**src/rtl/uart_tx_if.sv**
```systemverilog
// uart_tx_if: byte valid/ready handshake into the UART transmitter.
interface uart_tx_if;
    logic [7:0] tx_data;
    logic       tx_valid;
    logic       tx_ready;
    modport master(output tx_data, tx_valid, input tx_ready);
    modport slave(input tx_data, tx_valid, output tx_ready);
endinterface

```
**src/rtl/uart_tx_unit.sv**
```systemverilog
// uart_tx_unit: LSB-first UART transmitter, 8N1/8N2, or 8E1/8E2 when UART_TX_PARITY_EN is defined.
module uart_tx_unit #(
    parameter int CLK_DIV   = 16,
    parameter int STOP_BITS = 1
) (
    input  logic clk,
    input  logic rst,
    uart_tx_if.slave s_if,
    output logic tx,
    output logic busy
);
    localparam int DW = $clog2(CLK_DIV);
`ifdef UART_TX_PARITY_EN
    typedef enum logic [2:0] {IDLE, START, DATA, PARITY, STOP} state_t;
`else
    typedef enum logic [1:0] {IDLE, START, DATA, STOP} state_t;
`endif
    state_t r_state, w_state;
    logic [DW-1:0] r_div, w_div;
    logic [2:0]    r_bit, w_bit;
    logic [7:0]    r_shift, w_shift;
    logic          r_tx, w_tx;
    logic          w_tick;
    always_ff @(posedge clk or posedge rst) begin
        if (rst) begin
            r_state <= IDLE;
            r_div   <= '0;
            r_bit   <= '0;
            r_shift <= '0;
            r_tx    <= 1'b1;
        end else begin
            r_state <= w_state;
            r_div   <= w_div;
            r_bit   <= w_bit;
            r_shift <= w_shift;
            r_tx    <= w_tx;
        end
    end
    // r_bit counts data bits in DATA and stop bits in STOP; it is always 0 on entry to each.
    always_comb begin
        w_tick  = r_div == DW'(CLK_DIV - 1);
        w_state = r_state;
        w_div   = (r_state == IDLE || w_tick) ? '0 : r_div + DW'(1);
        w_bit   = r_bit;
        w_shift = r_shift;
        w_tx    = r_tx;
        case (r_state)
            IDLE: if (s_if.tx_valid) begin
                w_state = START;
                w_shift = s_if.tx_data;
                w_tx    = 1'b0;
            end
            START: if (w_tick) begin
                w_state = DATA;
                w_tx    = r_shift[0];
            end
            DATA: if (w_tick) begin
                w_bit = r_bit + 3'd1;
                if (r_bit == 3'd7) begin
`ifdef UART_TX_PARITY_EN
                    w_state = PARITY;
                    w_tx    = ^r_shift;
`else
                    w_state = STOP;
                    w_tx    = 1'b1;
`endif
                end else begin
                    w_tx = r_shift[r_bit + 3'd1];
                end
            end
`ifdef UART_TX_PARITY_EN
            PARITY: if (w_tick) begin
                w_state = STOP;
                w_tx    = 1'b1;
            end
`endif
            STOP: if (w_tick) begin
                w_state = (r_bit == 3'(STOP_BITS - 1)) ? IDLE : STOP;
                w_bit   = (r_bit == 3'(STOP_BITS - 1)) ? 3'd0 : r_bit + 3'd1;
            end
            default: w_state = IDLE;
        endcase
    end
    assign s_if.tx_ready = r_state == IDLE;
    assign busy          = r_state != IDLE;
    assign tx            = r_tx;
endmodule

```
**src/flat_wrapper.sv**
```systemverilog
// flat-port wrapper written by rule: the top's interface ports become plain ports
module uart_tx_unit_flat 
#(
    parameter int CLK_DIV   = 16,
    parameter int STOP_BITS = 1
)
  (clk, rst, tx, busy, s_if_tx_data, s_if_tx_valid, s_if_tx_ready);
  uart_tx_if s_if_i ();
  input  logic clk;
  input  logic rst;
  output logic tx;
  output logic busy;
  input wire logic [$bits(s_if_i.tx_data)-1:0] s_if_tx_data;
  input wire logic [$bits(s_if_i.tx_valid)-1:0] s_if_tx_valid;
  output wire logic [$bits(s_if_i.tx_ready)-1:0] s_if_tx_ready;
  assign s_if_i.tx_data = s_if_tx_data;
  assign s_if_i.tx_valid = s_if_tx_valid;
  assign s_if_tx_ready = s_if_i.tx_ready;
  uart_tx_unit #(.CLK_DIV(CLK_DIV), .STOP_BITS(STOP_BITS)) u_core (.clk(clk), .rst(rst), .s_if(s_if_i), .tx(tx), .busy(busy));
endmodule
```
**config.mk**
```make
export PLATFORM = sky130hd
export DESIGN_NAME = uart_tx_unit_flat
export DESIGN_NICKNAME = d
export VERILOG_FILES = /design/src/rtl/uart_tx_if.sv /design/src/rtl/uart_tx_unit.sv /design/src/flat_wrapper.sv
export SDC_FILE = /design/constraint.sdc
export NUM_CORES = 1
export LEC_CHECK = 0
export BUFFER_PORTS_ARGS = -buffer_cell sky130_fd_sc_hd__buf_4
export CAP_MARGIN = 20
export CORE_UTILIZATION = 40
export DETAILED_ROUTE_END_ITERATION = 10
export MAX_ROUTING_LAYER = met4
export PLACE_DENSITY_LB_ADDON = 0.1
export SLEW_MARGIN = 15
export SYNTH_ARGS = -nofsm -noshare
export SYNTH_HDL_FRONTEND = slang
export SYNTH_SLANG_ARGS = --single-unit
```
**constraint.sdc**
```tcl
create_clock -name clk -period 2.3 [get_ports clk]
set_clock_uncertainty 0.15 [all_clocks]
set_input_delay 0 -clock clk [delete_from_list [all_inputs] [get_ports clk]]
set_output_delay 0 -clock clk [all_outputs]
set_load 0.005 [all_outputs]
```
# --- Yosys cells after proc, flatten, opt, wreduce, memory -nomap -nowiden ---
# Index checks and enable logic that the tools add are counted.
# W data, S select, Z words.
word_totals:
  output_inout_bits: 3
  regBits: 18
  input_bits: 11
op_classes:
  n_addsub: 2
  magnitude_cmp: 1
  eq_ne: 10
  n_reduce_logical: 10
  mux: 19
ops:
  columns: ["operator", "n"]
  rows:
  - ["$mux W2", 6]
  - ["$mux W3", 3]
  - ["$ne A2 B1 Y1 const B", 4]
  - ["$pmux W2 S4", 1]
  - ["$pmux W3 S2", 1]
  - ["$mux W1", 5]
  - ["$reduce_and A5 Y1", 1]
  - ["$add A4 B1 Y4 const B", 1]
  - ["$eq A2 B2 Y1 const B", 2]
  - ["$eq A4 B4 Y1 const B", 1]
  - ["$lt A3 B4 Y1 const B", 1]
  - ["$mux W4", 1]
  - ["$reduce_and A4 Y1", 1]
  - ["$reduce_bool A2 Y1", 2]
  - ["$add A3 B1 Y3 const B", 1]
  - ["$bmux W1 S3", 1]
  - ["$eq A3 B3 Y1 const B", 1]
  - ["$logic_not A3 Y1", 1]
  - ["$pmux W1 S3", 1]
  - ["$reduce_and A3 Y1", 1]
  - ["$reduce_bool A3 Y1", 1]
  - ["$eq A2 B1 Y1 const B", 1]
  - ["$logic_not A2 Y1", 1]
  - ["$ne A2 B2 Y1 const B", 1]
  - ["other kinds (2)", 2]

# --- Depth between registers and ports, before layout ---
# Gate-level depths: netlist (run 1).
logic_depth:
  word_depth: 6
  mapped_depth: 6

# --- Worst setup path before layout (run 1) ---
# OpenSTA, ideal clock, no wires.
synth_timing:
  kind: "register to register"
  from: "register u_core.r_bit[0]"
  to: "register u_core.r_tx (netlist: u_core.tx)"
  slack_ns: 0.417
  path_buffers: 0
  setup_ns: 0.080
  stages_incl_launch_ff: 7
  t_arrival_ns: 1.653
  required_time_ns: 2.070
  synth_period_minus_slack_ns: 1.883
  path_cell_list: "dfrtp_1 -> ha_1 -> ha_1 -> mux2_2 -> o22ai_1 -> a311oi_1 -> o22a_1"
synth_between:
  elab_chain_cells: 6
  elab_cells_between_ends: 7
  classes_between: "1 x add/sub; 1 x eq/ne; 5 x mux"
synth_rtl:
  columns: ["element", "line", "text"]
  rows:
  - ["start, declared", "uart_tx_unit.sv:20", "logic [2:0] r_bit, w_bit;"]
  - ["start signal, assigned", "uart_tx_unit.sv:34", "r_bit <= w_bit;"]
  - ["$add A3 B1 Y3", "uart_tx_unit.sv:68", "w_tx = r_shift[r_bit + 3'd1];"]
  - ["$bmux W1 S3", "uart_tx_unit.sv:68", null]
  - ["$mux W1 (not written as such)", "uart_tx_unit.sv:68", null]
  - ["$mux W1 *", "uart_tx_unit.sv:59", "if (r_bit == 3'd7) begin"]
  - ["$mux W1 *", "uart_tx_unit.sv:57", "DATA: if (w_tick) begin"]
  - ["$pmux W1 S3 *", "uart_tx_unit.sv:47", "case (r_state)"]
  - ["end signal, assigned", "uart_tx_unit.sv:36", "r_tx <= w_tx;"]
  - ["end, declared", "uart_tx_unit.sv:22", "logic r_tx, w_tx;"]
# Every way passes the cells marked *; elsewhere a longest branch is shown, timed or not. The select of a mux whose other input is x is not followed.
# A chain may end at the register's enable or synchronous reset.

# --- Final worst setup path (run 1) ---
# Same ends and word-level chain as after synthesis.

==> results of run 1 <==
[state kept, by name, indices dropped and copies added (netlist names)]
register,count
u_core.r_state,2
u_core.r_bit,3
u_core.r_shift,8
u_core.r_div,4
u_core.tx,1
[metal layers]
metal | vias to the layer above | share of wire | routed length [um]
met5 | - | 0 | 0
met2 | 13 | 0.48 | 870
li1 | 373 | - | -
met4 | 0 | 0.0067 | 12
met3 | 2 | 0.022 | 39
met1 | 355 | 0.49 | 877
[report_power, final]
group / internal [W] / switching [W] / total, W
logic: 0.000296 / 0.000250 / 0.000546
clock network: 0.0000963 / 0.0000963 / 0.000193
registers: 0.000449 / 0.0000910 / 0.000540
[cell type report]
type	count	area, um^2
clock buffer	4	36.28
fill	226	1012
inverter	9	33.78
multi-input combinational	61	488.0
sequential	18	451.7
tap	28	35.03
timing repair buffer	23	197.7
[tightest hold or removal path: stages]
cell	delay (ns)
dlygate4sd3_1	0.53
buf_4	0.13
inv_1	0.49
[repair_timing]
| item | CTS | global route |
|---|---|---|
| hold buffers | 10 | 0 |
| endpoints found under the setup margin | 0 | 0 |
| endpoints found under the hold margin | 26 | 0 |
[Yosys cell counts]
cell type   n
a211oi_1    1
a21oi_1     5
a22o_1      1
a311oi_1    1
and3_1      2
dfrtp_1    17
dfstp_2     1
ha_1        9
inv_1       9
mux2_2      9
mux2i_1     1
mux4_2      1
nand2_1     8
nand3_1     1
nand4_1     1
nand4b_1    1
nor2_1      2
nor2b_1     1
nor3_1      2
o21ai_0     5
o22a_1      2
o22ai_1     1
o2bb2ai_1   1
o31ai_1     2
o41ai_1     2
or2_1       1
xnor2_1     1
[worst max-delay path by stage]
stage / from / to / cells past startpoint
finish: u_core.r_bit[0]$_DFFE_PP0P_ / u_core.tx$_DFFE_PP1P_ / 6
global route: u_core.r_bit[0]$_DFFE_PP0P_ / u_core.tx$_DFFE_PP1P_ / 6
CTS: u_core.r_bit[0]$_DFFE_PP0P_ / u_core.tx$_DFFE_PP1P_ / 6
detailed placement: u_core.r_bit[0]$_DFFE_PP0P_ / u_core.tx$_DFFE_PP1P_ / 6
global placement: u_core.r_bit[0]$_DFFE_PP0P_ / u_core.tx$_DFFE_PP1P_ / 6
floorplan: u_core.r_bit[0]$_DFFE_PP0P_ / u_core.tx$_DFFE_PP1P_ / 6
[kinds of logic after synthesis]
kind of cell             share of synthesized area
AO/OA/AOI/OAI                               0.1440
XOR/XNOR                                  0.008999
adder cells (fa/ha/maj)                     0.1157
buffers and inverters                      0.03470
flip-flops                                  0.4640
multiplexers                                0.1375
AND/OR/NAND/NOR                            0.09513
[per-stage QoR]
step	setup WS (ns)	power [W]	std cells	util	hold WS [ns]
after global placement	0.3564	0.001074	129	0.4906	-0.006721
after global routing	0.2202	0.001380	143	0.5511	0.2592
after CTS	0.2868	0.001290	143	0.5511	0.2284
after floorplan	0.4174	0.0009241	88	-	-0.2122
after detailed placement	0.3076	0.001083	129	0.4906	-0.001061
final	0.2934	0.001279	143	0.5511	0.2050
[layout by cell type, fill, tap and decap left out, drive strengths merged]
cell type / instances
mux4: 1
o22ai: 1
dlygate4sd3: 10
a21oi: 5
dfstp: 1
dfrtp: 17
xnor2: 1
a22o: 1
buf: 13
o2bb2ai: 1
a311oi: 1
clkbuf: 4
nand4b: 1
nor2b: 1
ha: 9
nand3: 1
and3: 2
mux2i: 1
o21ai: 5
nor3: 2
a211oi: 1
o22a: 2
mux2: 9
nand4: 1
o41ai: 2
nor2: 2
or2: 1
o31ai: 2
inv: 9
nand2: 8
==> flow_metrics.py, run 1 <==
metrics = {
    "setup_path": {
        "path_cells": "ha_1, ha_1, mux2_2, o22ai_1, a311oi_1, o22a_1",
        "r2r_end": "u_core.tx$_DFFE_PP1P_",
        "path_class": "register to register",
        "rrSetupSlack_ns": 0.29,
        "reg2reg_depth": 6,
        "worstSetupEndpointType": "register",
        "cpMaxStageDelayCell": "dfrtp_1",
        "crit_family": "adder cells",
        "crit_fanout": 6,
        "timing.rr.start": "u_core.r_bit[0]$_DFFE_PP0P_",
        "crit_path_start_kind": "register",
        "cp.arrival_ns": 2.09,
        "max_stage_delay_ns": 0.45,
        "crit_path_frequent_cell": "ha_1",
        "worstPathRequired_ns": 2.38,
        "path_buf_inv": 0,
    },
    "detailed_routing": {
        "vias_per_cell": 5.196,
        "routed_wl_mm": 1.798,
        "drt_iter0_markers": 12,
        "dr.pass1.iters": 4,
        "postRouteAntennaNets": 0,
        "wl_per_cell_um": 12.57,
        "drc": 0,
        "num_vias": 743,
    },
    "floorplanning": {
        "die_y_um": 51.33,
        "die_area_mm2": 0.002635,
        "fp.dieW_um": 51.33,
        "ios": 14,
        "num_rows": 17,
        "core_mm2": 0.002255,
        "start_util": 0.4317,
    },
    "global_routing": {
        "grt_max_degree": 19,
        "grt_pass1_wl_mm": 3.001,
        "grt_util_met3": 0.01786,
        "grt_use_met2": 0.2434,
        "grt_pass1_vias": 698,
        "track_usage": 0.1608,
        "grt_util_met1": 0.2197,
        "antenna_found_initial": 0,
        "top_usage_layer": "met2",
        "gr-total-overflow": 0,
    },
    "clock_network": {
        "clockRootBuffer": "clkbuf_4",
        "post-cts-setup-buffers": 0,
        "numCtsBuffers": 3,
        "cts.clk_slew.worst_paths_ns": 0.11,
        "cts_htree_levels": 1,
        "clockBufferDepth": 2,
        "ctsResizeCount": 0,
        "clkLatencyLatePin_ns": 0.29,
        "cts_tree": "built",
        "clkSinkCount": 18,
    },
    "synthesis": {
        "yosys-top-cells-area": "dfrtp_1, ha_1, mux2_2",
        "ys_seq_area_frac": 0.4640,
        "syn-mean-instance-area_um2": 11.06,
        "syn_nets": 108,
        "yosysTopAreaCellShare": 0.4370,
        "synth_cells": 88,
        "synth_warnings": 0,
        "netlist_area_um2": 973.4,
        "synth_cell_type_count": 27,
        "ys_ff_latch": 18,
        "synth_top_area_cell": "dfrtp_1",
    },
    "finish": {
        "area_growth_pct": 27.63,
        "nets": 136,
        "drive_gt1_frac": 0.2435,
        "num_antenna_cells": 0,
        "fin_area_mm2": 0.001242,
    },
    "place": {
        "placed_area_mm2": 0.001106,
        "globalplace.congestion": 0.8129,
        "io_buffers": 13,
        "hpwl_mm": 1.329,
    },
    "run_status": {
        "status": "finished, final reports clean",
    },
    "timing": {
        "tightest_slew_ns": 0.6757,
        "fmax_mhz": 498.4,
        "rsz0062_at_grt": "no",
        "fin_setup_tns_ns": 0,
        "maxSlewViolCount": 0,
        "period_share": 0.8724,
        "hold_viol_final": 0,
        "period_minus_slack_ns": 2.007,
        "relSlewSlack": 0.5490,
        "setup-violations-final": 0,
    },
    "power": {
        "irDropWorstVdd_v": 0.0005759,
        "powerDensity_mw_per_mm2": 1029,
        "leakage_nw": 0.5559,
    },
    "run": {
        "cap_violations": 0,
    },
    "worst_hold_path": {
        "hold_class": "input pin to async pin",
    },
}
No activity file was read; power rests on OpenSTA's default activity.
==> run 2: changes to the inputs <==
Settings changed: CTS_BUF_LIST from default to sky130_fd_sc_hd__clkbuf_8.
==> run 2 against run 1 <==
Compared with the run above: die area unchanged; largest cell class unchanged; largest power group unchanged; critical path type unchanged; core utilization increased by 0.39 points; critical endpoint unchanged; maximum frequency increased by 0.23%; register-to-register slack about the same; non-clock buffer count decreased by 1; first-iteration DRC count increased by 8.3%; sequential share of layout area decreased by 0.25 points.
==> flow_metrics.py, run 2 (synthesis gave the netlist of run 1 again) <==
metrics = {
    "timing": {
        "rsz0062_at_grt": "no",
        "hold_viol_final": 0,
        "fmax_mhz": 499.5,
        "fin_setup_tns_ns": 0,
        "period_minus_slack_ns": 2.002,
        "relSlewSlack": 0.5458,
        "period_share": 0.8705,
        "setup-violations-final": 0,
        "maxSlewViolCount": 0,
        "tightest_slew_ns": 0.6806,
    },
    "run_status": {
        "status": "finished, final reports clean",
    },
    "floorplanning": {
        "start_util": 0.4317,
        "die_area_mm2": 0.002635,
        "ios": 14,
        "die_y_um": 51.33,
        "num_rows": 17,
        "core_mm2": 0.002255,
        "fp.dieW_um": 51.33,
    },
    "finish": {
        "final_common_cell": "dfrtp_1",
        "final_cell_mix": "dfrtp_1, buf_4",
        "fin_area_mm2": 0.001251,
        "drive_gt1_frac": 0.2456,
        "area_growth_pct": 28.53,
        "fillers": 222,
        "top_register": "u_core.r_shift",
        "num_antenna_cells": 0,
        "top_regs": "u_core.r_shift: 8 flops, u_core.r_div: 4 flops, u_core.r_bit: 3 flops",
        "nets": 135,
        "largest_reg_flops": 8,
    },
    "clock_network": {
        "cts_htree_levels": 1,
        "numCtsBuffers": 3,
        "cts.clk_slew.worst_paths_ns": 0.07,
        "clkLatencyLatePin_ns": 0.25,
        "cts_tree": "built",
        "ctsResizeCount": 0,
        "clockRootBuffer": "clkbuf_8",
        "clkSinkCount": 18,
        "post-cts-setup-buffers": 0,
        "clockBufferDepth": 2,
    },
    "place": {
        "hpwl_mm": 1.329,
        "io_buffers": 13,
        "placed_area_mm2": 0.001106,
        "globalplace.congestion": 0.8129,
    },
    "setup_path": {
        "path_class": "register to register",
        "crit_path_start_kind": "register",
        "cp.arrival_ns": 2.04,
        "worstSetupEndpointType": "register",
        "reg2reg_depth": 6,
        "timing.rr.start": "u_core.r_bit[0]$_DFFE_PP0P_",
        "crit_fanout": 6,
        "crit_start": "u_core.r_bit[0]$_DFFE_PP0P_",
        "worstPathRequired_ns": 2.34,
    },
    "global_routing": {
        "grt_pass1_vias": 706,
        "grt_pass1_wl_mm": 3.029,
        "gr-total-overflow": 0,
        "antenna_found_initial": 0,
        "grt_max_degree": 19,
        "track_usage": 0.1654,
    },
    "run": {
        "cap_violations": 0,
    },
    "power": {
        "switchingPower_w": 0.0004465,
        "pwr-share-comb": 0.406,
        "pwr-share-clk": 0.190,
        "power_frac_seq": 0.404,
        "leakage_nw": 0.5595,
        "p_int_w": 0.0008971,
        "swShare": 0.3323,
        "irDropWorstVdd_v": 0.0005990,
        "power_w": 0.001344,
        "powerDensity_mw_per_mm2": 1074,
    },
    "detailed_routing": {
        "wl_per_cell_um": 12.75,
        "vias_per_cell": 5.246,
        "drc": 0,
        "routed_wl_mm": 1.811,
        "drt_iter0_markers": 13,
        "num_vias": 745,
        "dr.pass1.iters": 4,
        "postRouteAntennaNets": 0,
    },
    "worst_hold_path": {
        "hold_depth": 4,
        "hp-start": "s_if_tx_valid",
        "hold_class": "input pin to register",
    },
}
==> run 2: critical path: stages (launching register included) <==
cell,delay [ns]
dfrtp_1,0.44
ha_1,0.22
ha_1,0.37
mux2_2,0.36
o22ai_1,0.17
a311oi_1,0.06
o22a_1,0.17
==> run 2: worst paths after layout <==
| check | end | slack, ns |
|---|---|---|
| setup / recovery | u_core.tx$_DFFE_PP1P_ | 0.30 |
| hold / removal | u_core.r_state[0]$_DFFE_PP0P_ | 0.03 |
| setup reg to reg | u_core.tx$_DFFE_PP1P_ | 0.30 |
| hold reg to reg | u_core.r_shift[4]$_DFFE_PP0P_ | 0.36 |
| max in group asynchronous | u_core.r_state[0]$_DFFE_PP0P_ | 1.31 |
| min in group asynchronous | u_core.r_shift[4]$_DFFE_PP0P_ | 0.25 |
==> run 2: stage by stage <==
step	worst slack (ns)	hold slack, ns	std cells	util
after floorplan	0.4174	-0.2122	88	-
after global placement	0.3564	-0.006721	129	0.4906
after detailed placement	0.3076	-0.001061	129	0.4906
after CTS	0.2922	0.02466	142	0.5549
after global routing	0.2262	0.04233	142	0.5549
final	0.2980	0.03429	142	0.5549
==> run 2: final cells by class <==
class,instances,area (um^2),share of cell area
Inverter,9,33.78,0.02700
Sequential cell,18,451.7,0.3610
Multi-Input combinational cell,61,488.0,0.3900
Timing Repair Buffer,22,187.7,0.1500
Tap cell,28,35.03,0.02800
Clock buffer,4,55.05,0.04400
==> run 2: power by group through the flow <==
stage	Clock [W]	Sequential, W	Combinational (W)
global placement	0	0.000549	0.000525
CTS	0.000262	0.000541	0.000550
detailed placement	0	0.000547	0.000535
global route	0.000274	0.000558	0.000611
finish	0.000255	0.000543	0.000546
floorplan	0	0.000522	0.000402
==> run 2: metal layers <==
metal  part of all wire  vias to the layer above  track usage
met5                  0                        -            -
met1               0.48                      353       0.2197
met3              0.030                        5      0.02679
met2               0.47                       16       0.2456
met4              0.018                        0      0.08108
li1                   -                      371            -
==> run 2: repair_timing <==
action,CTS,global route
setup endpoints to repair,0,0
endpoints found under the hold margin,25,0
hold buffers,9,0
==> run 3: changes to the inputs <==
Settings changed: CAP_MARGIN 20 to default.
Clock period 2.3 ns to 2 ns, I/O delays scaled along.
==> run 3 against run 2 <==
Compared with the run above: critical path depth unchanged; combinational power up 14%; via count up 2.1%; count of clock-buffer cells in the layout unchanged; maximum frequency up 4.2%.
==> flow_metrics.py, run 3 (synthesis gave the netlist of run 1 again) <==
metrics = {
    "power": {
        "leakage_nw": 0.5659,
        "switchingPower_w": 0.0005027,
        "pwr-share-clk": 0.186,
        "p_int_w": 0.001032,
        "irDropWorstVdd_v": 0.0008282,
        "powerDensity_mw_per_mm2": 1209,
        "power_frac_seq": 0.408,
        "swShare": 0.3276,
        "pwr-share-comb": 0.406,
    },
    "setup_path": {
        "crit_path_start_kind": "register",
        "rrSetupSlack_ns": 0.08,
        "cp.arrival_ns": 1.95,
        "path_class": "register to register",
        "reg2reg_depth": 6,
        "worstPathRequired_ns": 2.03,
        "r2r_end": "u_core.tx$_DFFE_PP1P_",
        "timing.rr.start": "u_core.r_bit[1]$_DFFE_PP0P_",
        "crit_fanout": 4,
        "worstSetupEndpointType": "register",
    },
    "global_routing": {
        "grt_max_degree": 19,
        "antenna_found_initial": 0,
        "grt_pass1_vias": 688,
        "track_usage": 0.1625,
        "gr-total-overflow": 0,
        "grt_pass1_wl_mm": 3.015,
    },
    "timing": {
        "setup-violations-final": 0,
        "fin_setup_tns_ns": 0,
        "tightest_slew_ns": 0.6599,
        "hold_viol_final": 0,
        "fmax_mhz": 520.3,
        "period_minus_slack_ns": 1.922,
        "maxSlewViolCount": 0,
        "relSlewSlack": 0.5596,
        "period_share": 0.9610,
        "rsz0062_at_grt": "no",
    },
    "floorplanning": {
        "die_area_mm2": 0.002635,
        "core_mm2": 0.002255,
        "fp.dieW_um": 51.33,
        "ios": 14,
        "start_util": 0.4317,
        "die_y_um": 51.33,
        "num_rows": 17,
    },
    "detailed_routing": {
        "vias_per_cell": 5.285,
        "num_vias": 761,
        "drt_iter0_markers": 22,
        "wl_per_cell_um": 12.43,
        "routed_wl_mm": 1.790,
        "postRouteAntennaNets": 0,
        "dr.pass1.iters": 4,
        "drc": 0,
    },
    "clock_network": {
        "clockBufferDepth": 2,
        "cts_htree_levels": 1,
        "numCtsBuffers": 3,
        "clkSinkCount": 18,
        "clockRootBuffer": "clkbuf_8",
        "clkLatencyLatePin_ns": 0.25,
        "post-cts-setup-buffers": 0,
        "cts.clk_slew.worst_paths_ns": 0.07,
        "cts_tree": "built",
    },
    "finish": {
        "fin_cells": 144,
        "fin_area_mm2": 0.001269,
        "largest_reg_flops": 8,
        "final_common_cell": "dfrtp_1",
        "area_growth_pct": 30.33,
        "top_regs": "u_core.r_shift: 8 flops, u_core.r_div: 4 flops, u_core.r_bit: 3 flops",
        "num_antenna_cells": 0,
        "final_cell_mix": "dfrtp_1, buf_4, mux2_2, inv_1, dlygate4sd3_1",
        "nets": 137,
        "top_register": "u_core.r_shift",
        "drive_gt1_frac": 0.2672,
    },
    "place": {
        "io_buffers": 13,
        "globalplace.congestion": 0.8197,
        "placed_area_mm2": 0.001121,
        "hpwl_mm": 1.381,
        "placed_cells": 131,
    },
    "run": {
        "cap_violations": 0,
    },
    "run_status": {
        "status": "finished, final reports clean",
    },
    "worst_hold_path": {
        "whs_endpoint": "u_core.r_state[0]$_DFFE_PP0P_",
        "hp-start": "s_if_tx_valid",
        "hold_depth": 4,
        "hold_class": "input pin to register",
    },
}
[run 3: worst max-delay path by stage]
stage | startpoint | end | slack (ns)
2_1_floorplan | u_core.r_bit[0]$_DFFE_PP0P_ | u_core.tx$_DFFE_PP1P_ | 0.12
3_3_place_gp | u_core.r_bit[1]$_DFFE_PP0P_ | u_core.tx$_DFFE_PP1P_ | 0.14
3_5_place_dp | u_core.r_bit[1]$_DFFE_PP0P_ | u_core.tx$_DFFE_PP1P_ | 0.08
4_1_cts | u_core.r_bit[1]$_DFFE_PP0P_ | u_core.tx$_DFFE_PP1P_ | 0.04
5_1_grt | u_core.r_state[0]$_DFFE_PP0P_ | u_core.tx$_DFFE_PP1P_ | 0.02
6_report | u_core.r_bit[1]$_DFFE_PP0P_ | u_core.tx$_DFFE_PP1P_ | 0.08
[run 3: cell type report]
cell class / instances / area, um^2
Fill cell: 220 / 985.9
Multi-Input combinational cell: 61 / 490.5
Timing Repair Buffer: 24 / 202.7
Clock buffer: 4 / 55.05
Inverter: 9 / 33.78
Tap cell: 28 / 35.03
Sequential cell: 18 / 451.7
[run 3: power by group through the flow]
stage	sequential, W	combinational, W	clock, W
6_report	0.000625	0.000623	0.000286
5_1_grt	0.000647	0.000705	0.000313
4_1_cts	0.000627	0.000629	0.000295
3_5_place_dp	0.000632	0.000612	0
3_3_place_gp	0.000631	0.000600	0
2_1_floorplan	0.000601	0.000462	0
[run 3: critical path: stages, from the launching register on]
cell	delay, ns
dfrtp_1	0.40
ha_1	0.19
ha_2	0.38
mux2_2	0.34
o22ai_1	0.16
a311oi_1	0.06
o22a_1	0.17
[run 3: timing repair]
item / 4_1_cts / 5_1_grt
setup endpoints to repair: 0 / 1
gates resized for setup: 0 / 1
endpoints found under the hold margin: 25 / 0
hold buffers: 9 / 0
[run 3: routing by layer]
layer | up-vias | GRT usage | wire (um)
met3 | 2 | 0.02679 | 81
met2 | 19 | 0.2522 | 860
met4 | 0 | 0.06757 | 9
met5 | - | - | 0
li1 | 373 | - | -
met1 | 367 | 0.2109 | 838
[run 3: metrics by stage]
| step | worst slack (ns) | hold slack (ns) | power, W | utilization |
|---|---|---|---|---|
| global placement | 0.1365 | -0.01479 | 0.001231 | 0.4972 |
| CTS | 0.04037 | 0.01436 | 0.001551 | 0.5616 |
| floorplan | 0.1174 | -0.2122 | 0.001063 | - |
| finish | 0.07801 | 0.02563 | 0.001534 | 0.5627 |
| detailed placement | 0.08116 | -0.003991 | 0.001244 | 0.4972 |
| global route | 0.02127 | 0.07743 | 0.001665 | 0.5627 |
